**config.mk**
```make
export PLATFORM = sky130hd
export DESIGN_NAME = lsu_axi
export DESIGN_NICKNAME = d
export VERILOG_FILES = /design/src/rtl/lsu_axi_pkg.sv /design/src/rtl/lsu_axi_ld_ext.sv /design/src/rtl/lsu_axi.sv
export SDC_FILE = /design/constraint.sdc
export NUM_CORES = 1
export LEC_CHECK = 0
export BUFFER_PORTS_ARGS = -buffer_cell sky130_fd_sc_hd__buf_2
export CAP_MARGIN = 0
export CORE_MARGIN = 4
export CORE_UTILIZATION = 25
export DETAILED_ROUTE_END_ITERATION = 7
export SYNTH_ARGS = -nofsm -noshare
export SYNTH_HDL_FRONTEND = slang
export SYNTH_SLANG_ARGS = --single-unit
```
**constraint.sdc**
```tcl
create_clock -name clk -period 4.6 [get_ports clk]
set_input_delay 0.46 -clock clk [delete_from_list [all_inputs] [get_ports clk]]
set_output_delay 0.46 -clock clk [all_outputs]
set_load 0.01 [all_outputs]
```
**src/rtl/lsu_axi_pkg.sv**
```systemverilog
// Shared definitions for the load/store unit: widths, func3 codes, AXI response codes,
// FSM states and the store lane helpers.
package lsu_axi_pkg;

    localparam int CPU_Width = 32;

    localparam logic [2:0] F3_B  = 3'b000;
    localparam logic [2:0] F3_H  = 3'b001;
    localparam logic [2:0] F3_W  = 3'b010;
    localparam logic [2:0] F3_BU = 3'b100;
    localparam logic [2:0] F3_HU = 3'b101;

    localparam logic [1:0] RESP_OKAY = 2'b00;

    typedef enum logic [2:0] {
        S_IDLE  = 3'd0,
        S_RADDR = 3'd1,
        S_RDATA = 3'd2,
        S_WREQ  = 3'd3,
        S_WRESP = 3'd4,
        S_OUT   = 3'd5
    } lsu_state_e;

    // Byte strobes; shifted half-word strobes fall off the top lane rather than wrapping.
    function automatic logic [3:0] store_strb(input logic [2:0] f3, input logic [1:0] off);
        case (f3)
            F3_B:    store_strb = 4'b0001 << off;
            F3_H:    store_strb = 4'b0011 << off;
            default: store_strb = 4'b1111;
        endcase
    endfunction

    function automatic logic [CPU_Width-1:0] store_data(input logic [2:0] f3,
                                                        input logic [CPU_Width-1:0] rs2);
        case (f3)
            F3_B:    store_data = {4{rs2[7:0]}};
            F3_H:    store_data = {2{rs2[15:0]}};
            default: store_data = rs2;
        endcase
    endfunction

endpackage

```
**src/rtl/lsu_axi_ld_ext.sv**
```systemverilog
// Load lane select and sign/zero extension: shifts the addressed byte lane down
// and extends it according to func3.
module lsu_ld_ext
    import lsu_axi_pkg::*;
(
    input  logic [CPU_Width-1:0] i_rdata,
    input  logic [1:0]           i_off,
    input  logic [2:0]           i_func3,
    output logic [CPU_Width-1:0] o_data
);

    logic [CPU_Width-1:0] w_shift;

    assign w_shift = i_rdata >> {i_off, 3'b000};

    always_comb begin
        o_data = w_shift;
        case (i_func3)
            F3_B:    o_data = {{24{w_shift[7]}}, w_shift[7:0]};
            F3_H:    o_data = {{16{w_shift[15]}}, w_shift[15:0]};
            F3_BU:   o_data = {24'd0, w_shift[7:0]};
            F3_HU:   o_data = {16'd0, w_shift[15:0]};
            default: o_data = w_shift;
        endcase
    end

endmodule

```
**src/rtl/lsu_axi.sv**
```systemverilog
// Load/store unit: takes one EXU packet, performs it as a 32-bit AXI4-Lite master and
// presents the result to WBU. Optional misalignment trap: define LSU_MISALIGN_CHK_EN.
module lsu_axi
    import lsu_axi_pkg::*;
#(
    parameter int ADDR_W = 32,
    parameter int DATA_W = CPU_Width
) (
    input  logic              clk,
    input  logic              rst,
    input  logic              i_pre_valid,
    output logic              o_pre_ready,
    output logic              o_post_valid,
    input  logic              i_post_ready,
    input  logic [DATA_W-1:0] i_lsu_alu_res,
    input  logic              i_lsu_is_load,
    input  logic              i_lsu_is_store,
    input  logic [2:0]        i_lsu_func3,
    input  logic [DATA_W-1:0] i_lsu_rs2,
    input  logic [4:0]        i_lsu_rd_id,
    input  logic              i_lsu_gpr_wen,
    output logic [DATA_W-1:0] o_lsu_wb_data,
    output logic [4:0]        o_lsu_rd_id,
    output logic              o_lsu_gpr_wen,
    output logic              o_lsu_bus_err,
    output logic              o_lsu_fault,
    output logic [2:0]        o_dbg_state,
    output logic [ADDR_W-1:0] o_araddr,
    output logic              o_arvalid,
    input  logic              i_arready,
    input  logic [DATA_W-1:0] i_rdata,
    input  logic [1:0]        i_rresp,
    input  logic              i_rvalid,
    output logic              o_rready,
    output logic [ADDR_W-1:0] o_awaddr,
    output logic              o_awvalid,
    input  logic              i_awready,
    output logic [DATA_W-1:0] o_wdata,
    output logic [3:0]        o_wstrb,
    output logic              o_wvalid,
    input  logic              i_wready,
    input  logic [1:0]        i_bresp,
    input  logic              i_bvalid,
    output logic              o_bready
);

    // Handshakes: a transfer happens on a rising edge where valid && ready; every valid
    // here is a register that, once raised, holds with stable payload until that edge.
    lsu_state_e        r_state;
    logic [ADDR_W-1:0] r_addr;
    logic [2:0]        r_func3;
    logic [4:0]        r_rd_id;
    logic              r_gpr_wen;
    logic [DATA_W-1:0] r_wb_data;
    logic [DATA_W-1:0] r_wdata;
    logic [3:0]        r_wstrb;
    logic              r_bus_err;
    logic              r_post_valid;
    logic              r_arvalid;
    logic              r_rready;
    logic              r_awvalid;
    logic              r_wvalid;
    logic              r_bready;
    logic              w_misalign;
    logic              w_aw_done;
    logic              w_w_done;
    logic [DATA_W-1:0] w_ld_data;

`ifdef LSU_MISALIGN_CHK_EN
    logic r_fault;
    assign w_misalign = (i_lsu_func3[1:0] == 2'b01 && i_lsu_alu_res[0])
                     || (i_lsu_func3[1:0] == 2'b10 && i_lsu_alu_res[1:0] != 2'b00);
    assign o_lsu_fault = r_fault;
`else
    assign w_misalign  = 1'b0;
    assign o_lsu_fault = 1'b0;
`endif

    lsu_ld_ext u_ld_ext (
        .i_rdata (i_rdata),
        .i_off   (r_addr[1:0]),
        .i_func3 (r_func3),
        .o_data  (w_ld_data)
    );

    assign w_aw_done = !r_awvalid || i_awready;
    assign w_w_done  = !r_wvalid || i_wready;

    always_ff @(posedge clk) begin
        if (rst) begin
            r_state      <= S_IDLE;
            r_addr       <= '0;
            r_func3      <= '0;
            r_rd_id      <= '0;
            r_gpr_wen    <= 1'b0;
            r_wb_data    <= '0;
            r_wdata      <= '0;
            r_wstrb      <= '0;
            r_bus_err    <= 1'b0;
            r_post_valid <= 1'b0;
            r_arvalid    <= 1'b0;
            r_rready     <= 1'b0;
            r_awvalid    <= 1'b0;
            r_wvalid     <= 1'b0;
            r_bready     <= 1'b0;
`ifdef LSU_MISALIGN_CHK_EN
            r_fault      <= 1'b0;
`endif
        end else begin
            case (r_state)
                S_IDLE: if (i_pre_valid) begin
                    r_addr    <= i_lsu_alu_res[ADDR_W-1:0];
                    r_func3   <= i_lsu_func3;
                    r_rd_id   <= i_lsu_rd_id;
                    r_gpr_wen <= i_lsu_gpr_wen && !i_lsu_is_store;
                    r_wb_data <= i_lsu_alu_res;
                    r_wdata   <= store_data(i_lsu_func3, i_lsu_rs2);
                    r_wstrb   <= store_strb(i_lsu_func3, i_lsu_alu_res[1:0]);
                    r_bus_err <= 1'b0;
                    if ((i_lsu_is_load || i_lsu_is_store) && w_misalign) begin
                        r_gpr_wen    <= 1'b0;
                        r_post_valid <= 1'b1;
                        r_state      <= S_OUT;
`ifdef LSU_MISALIGN_CHK_EN
                        r_fault      <= 1'b1;
`endif
                    end else if (i_lsu_is_load) begin
                        r_arvalid <= 1'b1;
                        r_state   <= S_RADDR;
                    end else if (i_lsu_is_store) begin
                        r_awvalid <= 1'b1;
                        r_wvalid  <= 1'b1;
                        r_state   <= S_WREQ;
                    end else begin
                        r_post_valid <= 1'b1;
                        r_state      <= S_OUT;
                    end
                end
                S_RADDR: if (i_arready) begin
                    r_arvalid <= 1'b0;
                    r_rready  <= 1'b1;
                    r_state   <= S_RDATA;
                end
                S_RDATA: if (i_rvalid) begin
                    r_rready     <= 1'b0;
                    r_wb_data    <= w_ld_data;
                    r_bus_err    <= (i_rresp != RESP_OKAY);
                    r_post_valid <= 1'b1;
                    r_state      <= S_OUT;
                end
                S_WREQ: begin
                    // AW and W complete independently; wait for both before the response.
                    if (i_awready) r_awvalid <= 1'b0;
                    if (i_wready)  r_wvalid  <= 1'b0;
                    if (w_aw_done && w_w_done) begin
                        r_bready <= 1'b1;
                        r_state  <= S_WRESP;
                    end
                end
                S_WRESP: if (i_bvalid) begin
                    r_bready     <= 1'b0;
                    r_bus_err    <= (i_bresp != RESP_OKAY);
                    r_post_valid <= 1'b1;
                    r_state      <= S_OUT;
                end
                S_OUT: if (i_post_ready) begin
                    r_post_valid <= 1'b0;
                    r_state      <= S_IDLE;
`ifdef LSU_MISALIGN_CHK_EN
                    r_fault      <= 1'b0;
`endif
                end
                default: r_state <= S_IDLE;
            endcase
        end
    end

    assign o_pre_ready   = (r_state == S_IDLE);
    assign o_post_valid  = r_post_valid;
    assign o_lsu_wb_data = r_wb_data;
    assign o_lsu_rd_id   = r_rd_id;
    assign o_lsu_gpr_wen = r_gpr_wen;
    assign o_lsu_bus_err = r_bus_err;
    assign o_dbg_state   = r_state;
    assign o_araddr      = {r_addr[ADDR_W-1:2], 2'b00};
    assign o_arvalid     = r_arvalid;
    assign o_rready      = r_rready;
    assign o_awaddr      = {r_addr[ADDR_W-1:2], 2'b00};
    assign o_awvalid     = r_awvalid;
    assign o_wdata       = r_wdata;
    assign o_wstrb       = r_wstrb;
    assign o_wvalid      = r_wvalid;
    assign o_bready      = r_bready;

endmodule

```
==> qor.csv <==
stage;metric;value;unit
timing;skew final;0.0162;ns
routing;DRC viols;0;
routing;WL/cell;18.0;µm
synthesis;Yosys reg bits;119;
synthesis;Seq/Total Area, Yosys;37.7;%
setup_path;WP data arrival;2.72;ns
global_routing;Total Routing Usage GR;15.8;%
clock_tree;clk_lat worst skew;0.42;ns
power;pwr/cell area;607;nW/µm²
synthesis;Mapped Cells;759;
timing;Slew Viols, Final;0;
setup_path;Slowest-stage cell, CP;nor4b_4;
global_routing;Overflow after GRT;0;
setup_path;worst flop-to-flop path endpoint;o_wstrb[0]$_SDFFE_PP0P_;
synthesis;commonest register cell after synthesis;dfxtp_1;
setup_path;Slowest Stage Delay on Critical Path;1.03;ns
timing;minimum clock period;2.45;ns
floorplan;Rows;57;
setup_path;Reg2Reg Launch Point;o_dbg_state[0]$_SDFFE_PP0P_;
clock_tree;root buffer cell;clkbuf_16;
global_routing;initial antenna violation count;1;
place;placer congestion estimate;0.814;
global_routing;pin count of the biggest net entering global routing;83;
clock_tree;post_cts resized;0;
finish;fin util;31.9;%
global_routing;vias in the first global route;5860;
finish;share of cells above drive strength 1;35.6;%
hold_path;Hold Crit Start;i_rvalid;
clock_tree;hold_buf cts;0;
timing;Worst Tran Pin Value;1.08;ns
hold_path;hold-critical path endpoint;o_rready$_SDFFE_PP0P_;
finish;multi-input logic area;3100;µm²
place;Port Buf Inserts;264;
timing;fmax;409;MHz
floorplan;die width;167;µm
floorplan;IO Pins;270;
finish;Finished Cell Area;7860;µm²
finish;n_diodes;0;
clock_tree;Setup Buffers After CTS;0;
synthesis;xor and xnor area share after synthesis;0.139;%
finish;Syn-to-layout area delta;24.4;%
setup_path;Crit. Startpoint;o_dbg_state[0]$_SDFFE_PP0P_;
outcome;status;completed;
setup_path;Reg2Reg Setup Slack;2.15;ns
finish;nets;1047;
synthesis;asr flop ratio synth;0;%
hold_path;hold path depth;2;
setup_path;Critical Path Sink Type;flop;
clock_tree;Max clock buf depth;2;
timing;final hold vios;0;
floorplan;Initial Util;25.7;%
timing;Setup TNS;0;ns
finish;highest-count cells in the layout ignoring fill and taps;buf_2, nand2_1, dfxtp_1;
synthesis;Yosys warnings;0;
synthesis;simple logic cell fraction of the synthesized area;16.5;%
power;Leak;3.39;nW
setup_path;Crit Path Max Fanout;82;
finish;fillers;2640;
clock_tree;CTS Buf Count;17;
finish;Register Area;2380;µm²
clock_tree;CTS sink count;119;
routing;via/cell ratio;4.76;
floorplan;Die Height;167;µm
setup_path;CP Data Required Time;4.87;ns
power;maximum vdd drop;0.247;mV
place;HPWL Detailed;16.8;mm
synthesis;Post-synth EDFFs;0;
timing;final setup vio count;0;
place;dpl cell area;7300;µm²
job;MaxCap Viol Count;0;
synthesis;Avg Synthesized Cell Area;8.32;µm²
routing;final WL;22.7;mm
synthesis;unique cell type count in the Yosys netlist;56;
setup_path;type of origin of the critical path;flop;
setup_path;crit path kind;reg2reg;
finish;commonest non-fill, non-tap cell in the layout;buf_2;
hold_path;class of the worst hold path;in2reg;
routing;Detailed Route Iter0 Violations;402;
timing;Final period util;53.2;%
timing;Slew headroom;27.8;%
synthesis;largest family of logic cells by synthesized area;compound AO/OA/AOI/OAI gates;
synthesis;adder-cell share of the synthesized area;0;%
routing;Pre-antenna DRT Iters;5;
clock_tree;Clock transition at path regs;0.06;ns
clock_tree;number of H-tree levels;4;
synthesis;Synth Area in Compound Gates;24.0;%
setup_path;cells on worst reg2reg path;5;
setup_path;crit path cell chain;nor4b_4, buf_12, o211ai_1, o21ai_0, nor2_1;
synthesis;post-synthesis mux area share;8.07;%
timing;unrepaired setup endpoints after global routing;false;
global_routing;first-pass GRT wire length;34.8;mm
synthesis;post-synthesis cell area;6310;µm²
floorplan;core footprint;24600;µm²
clock_tree;TritonCTS clock tree;yes;
routing;vias;6009;
routing;DRT antenna net count;0;
floorplan;Die Area;27900;µm²
-- state kept, by name, summed over array words and instances, names as in the netlist, 3 cells and up --
name           flops
o_wstrb            4
o_lsu_wb_data     32
r_addr            32
r_func3            3
o_lsu_rd_id        5
o_wdata           32
o_dbg_state        3
-- routing by layer --
layer | share of wire [%] | up-vias | GRT usage (%)
met4 | 0.73 | 2 | 3.49
li1 | - | 2943 | -
met1 | 45 | 2805 | 20.4
met5 | 0.053 | - | 0
met3 | 8.3 | 15 | 5.55
met2 | 46 | 244 | 25.4
-- worst max-delay path, delay by kind of cell (launching register included) --
kind,cells,cell delay [ns]
and+or+nand+nor,2,1.08
DFF,1,0.51
buffers and inverters,1,0.40
AOI/OAI and AO/OA,2,0.24
-- Yosys cell counts (16+ instances only) --
| library cell | n | share of area [%] |
|---|---|---|
| mux2i_1 | 33 | 5.2 |
| buf_2 | 23 | 1.8 |
| o211ai_1 | 26 | 3.1 |
| nor2_1 | 41 | 2.4 |
| a311oi_1 | 16 | 2.2 |
| clkbuf_1 | 20 | 1.2 |
| buf_4 | 74 | 8.8 |
| dfxtp_1 | 119 | 38 |
| a21oi_1 | 81 | 6.4 |
| o21ai_0 | 33 | 2.6 |
| nand2_1 | 146 | 8.7 |
| o2bb2ai_1 | 23 | 3.2 |
| a211oi_1 | 18 | 2.1 |
-- cell families after synthesis --
group	after synthesis
and+or+nand+nor	232
AOI/OAI and AO/OA	227
buffers and inverters	132
DFF	119
muxes	47
xor gates and xnor gates	1
other	1
-- where the power goes --
part | internal (mW) | leakage (nW) | switching [mW]
combinational | 0.728 | 2.16 | 1.19
clock | 0.771 | 0.254 | 0.527
sequential | 1.33 | 0.977 | 0.224
-- cell type report --
type / count / area share (%)
multi-input cells: 512 / 39.5
flip-flops and latches: 119 / 30.3
inverters: 7 / 0.334
well taps: 324 / 5.16
repair buffers: 270 / 17.6
clock inverters: 10 / 1.24
clock buffers: 21 / 5.86
-- how the worst max path moves through the flow --
stage                                     end  cells after the start  slack, ns
6_report              o_wstrb[0]$_SDFFE_PP0P_                      5       2.15
5_1_grt               o_wstrb[0]$_SDFFE_PP0P_                      5       1.96
4_1_cts               o_wstrb[1]$_SDFFE_PP0P_                      5       2.16
3_5_place_dp         o_wdata[23]$_SDFFE_PP0P_                      4       2.15
3_3_place_gp          o_wstrb[1]$_SDFFE_PP0P_                      5       2.18
2_1_floorplan  o_lsu_wb_data[27]$_SDFFE_PP0P_                      7       3.02
-- per-stage QoR --
stage               setup slack [ns]  hold slack, ns  power (mW)  instances
floorplan                       3.02           0.450        2.99        763
detailed placement              2.15           0.446        3.52       1232
CTS                             2.16           0.262        4.84       1263
finish                          2.15           0.282        4.77       1263
global placement                2.18           0.439        3.49       1232
global route                    1.96           0.271        5.10       1263
No activity file was read; power rests on OpenSTA's default activity.
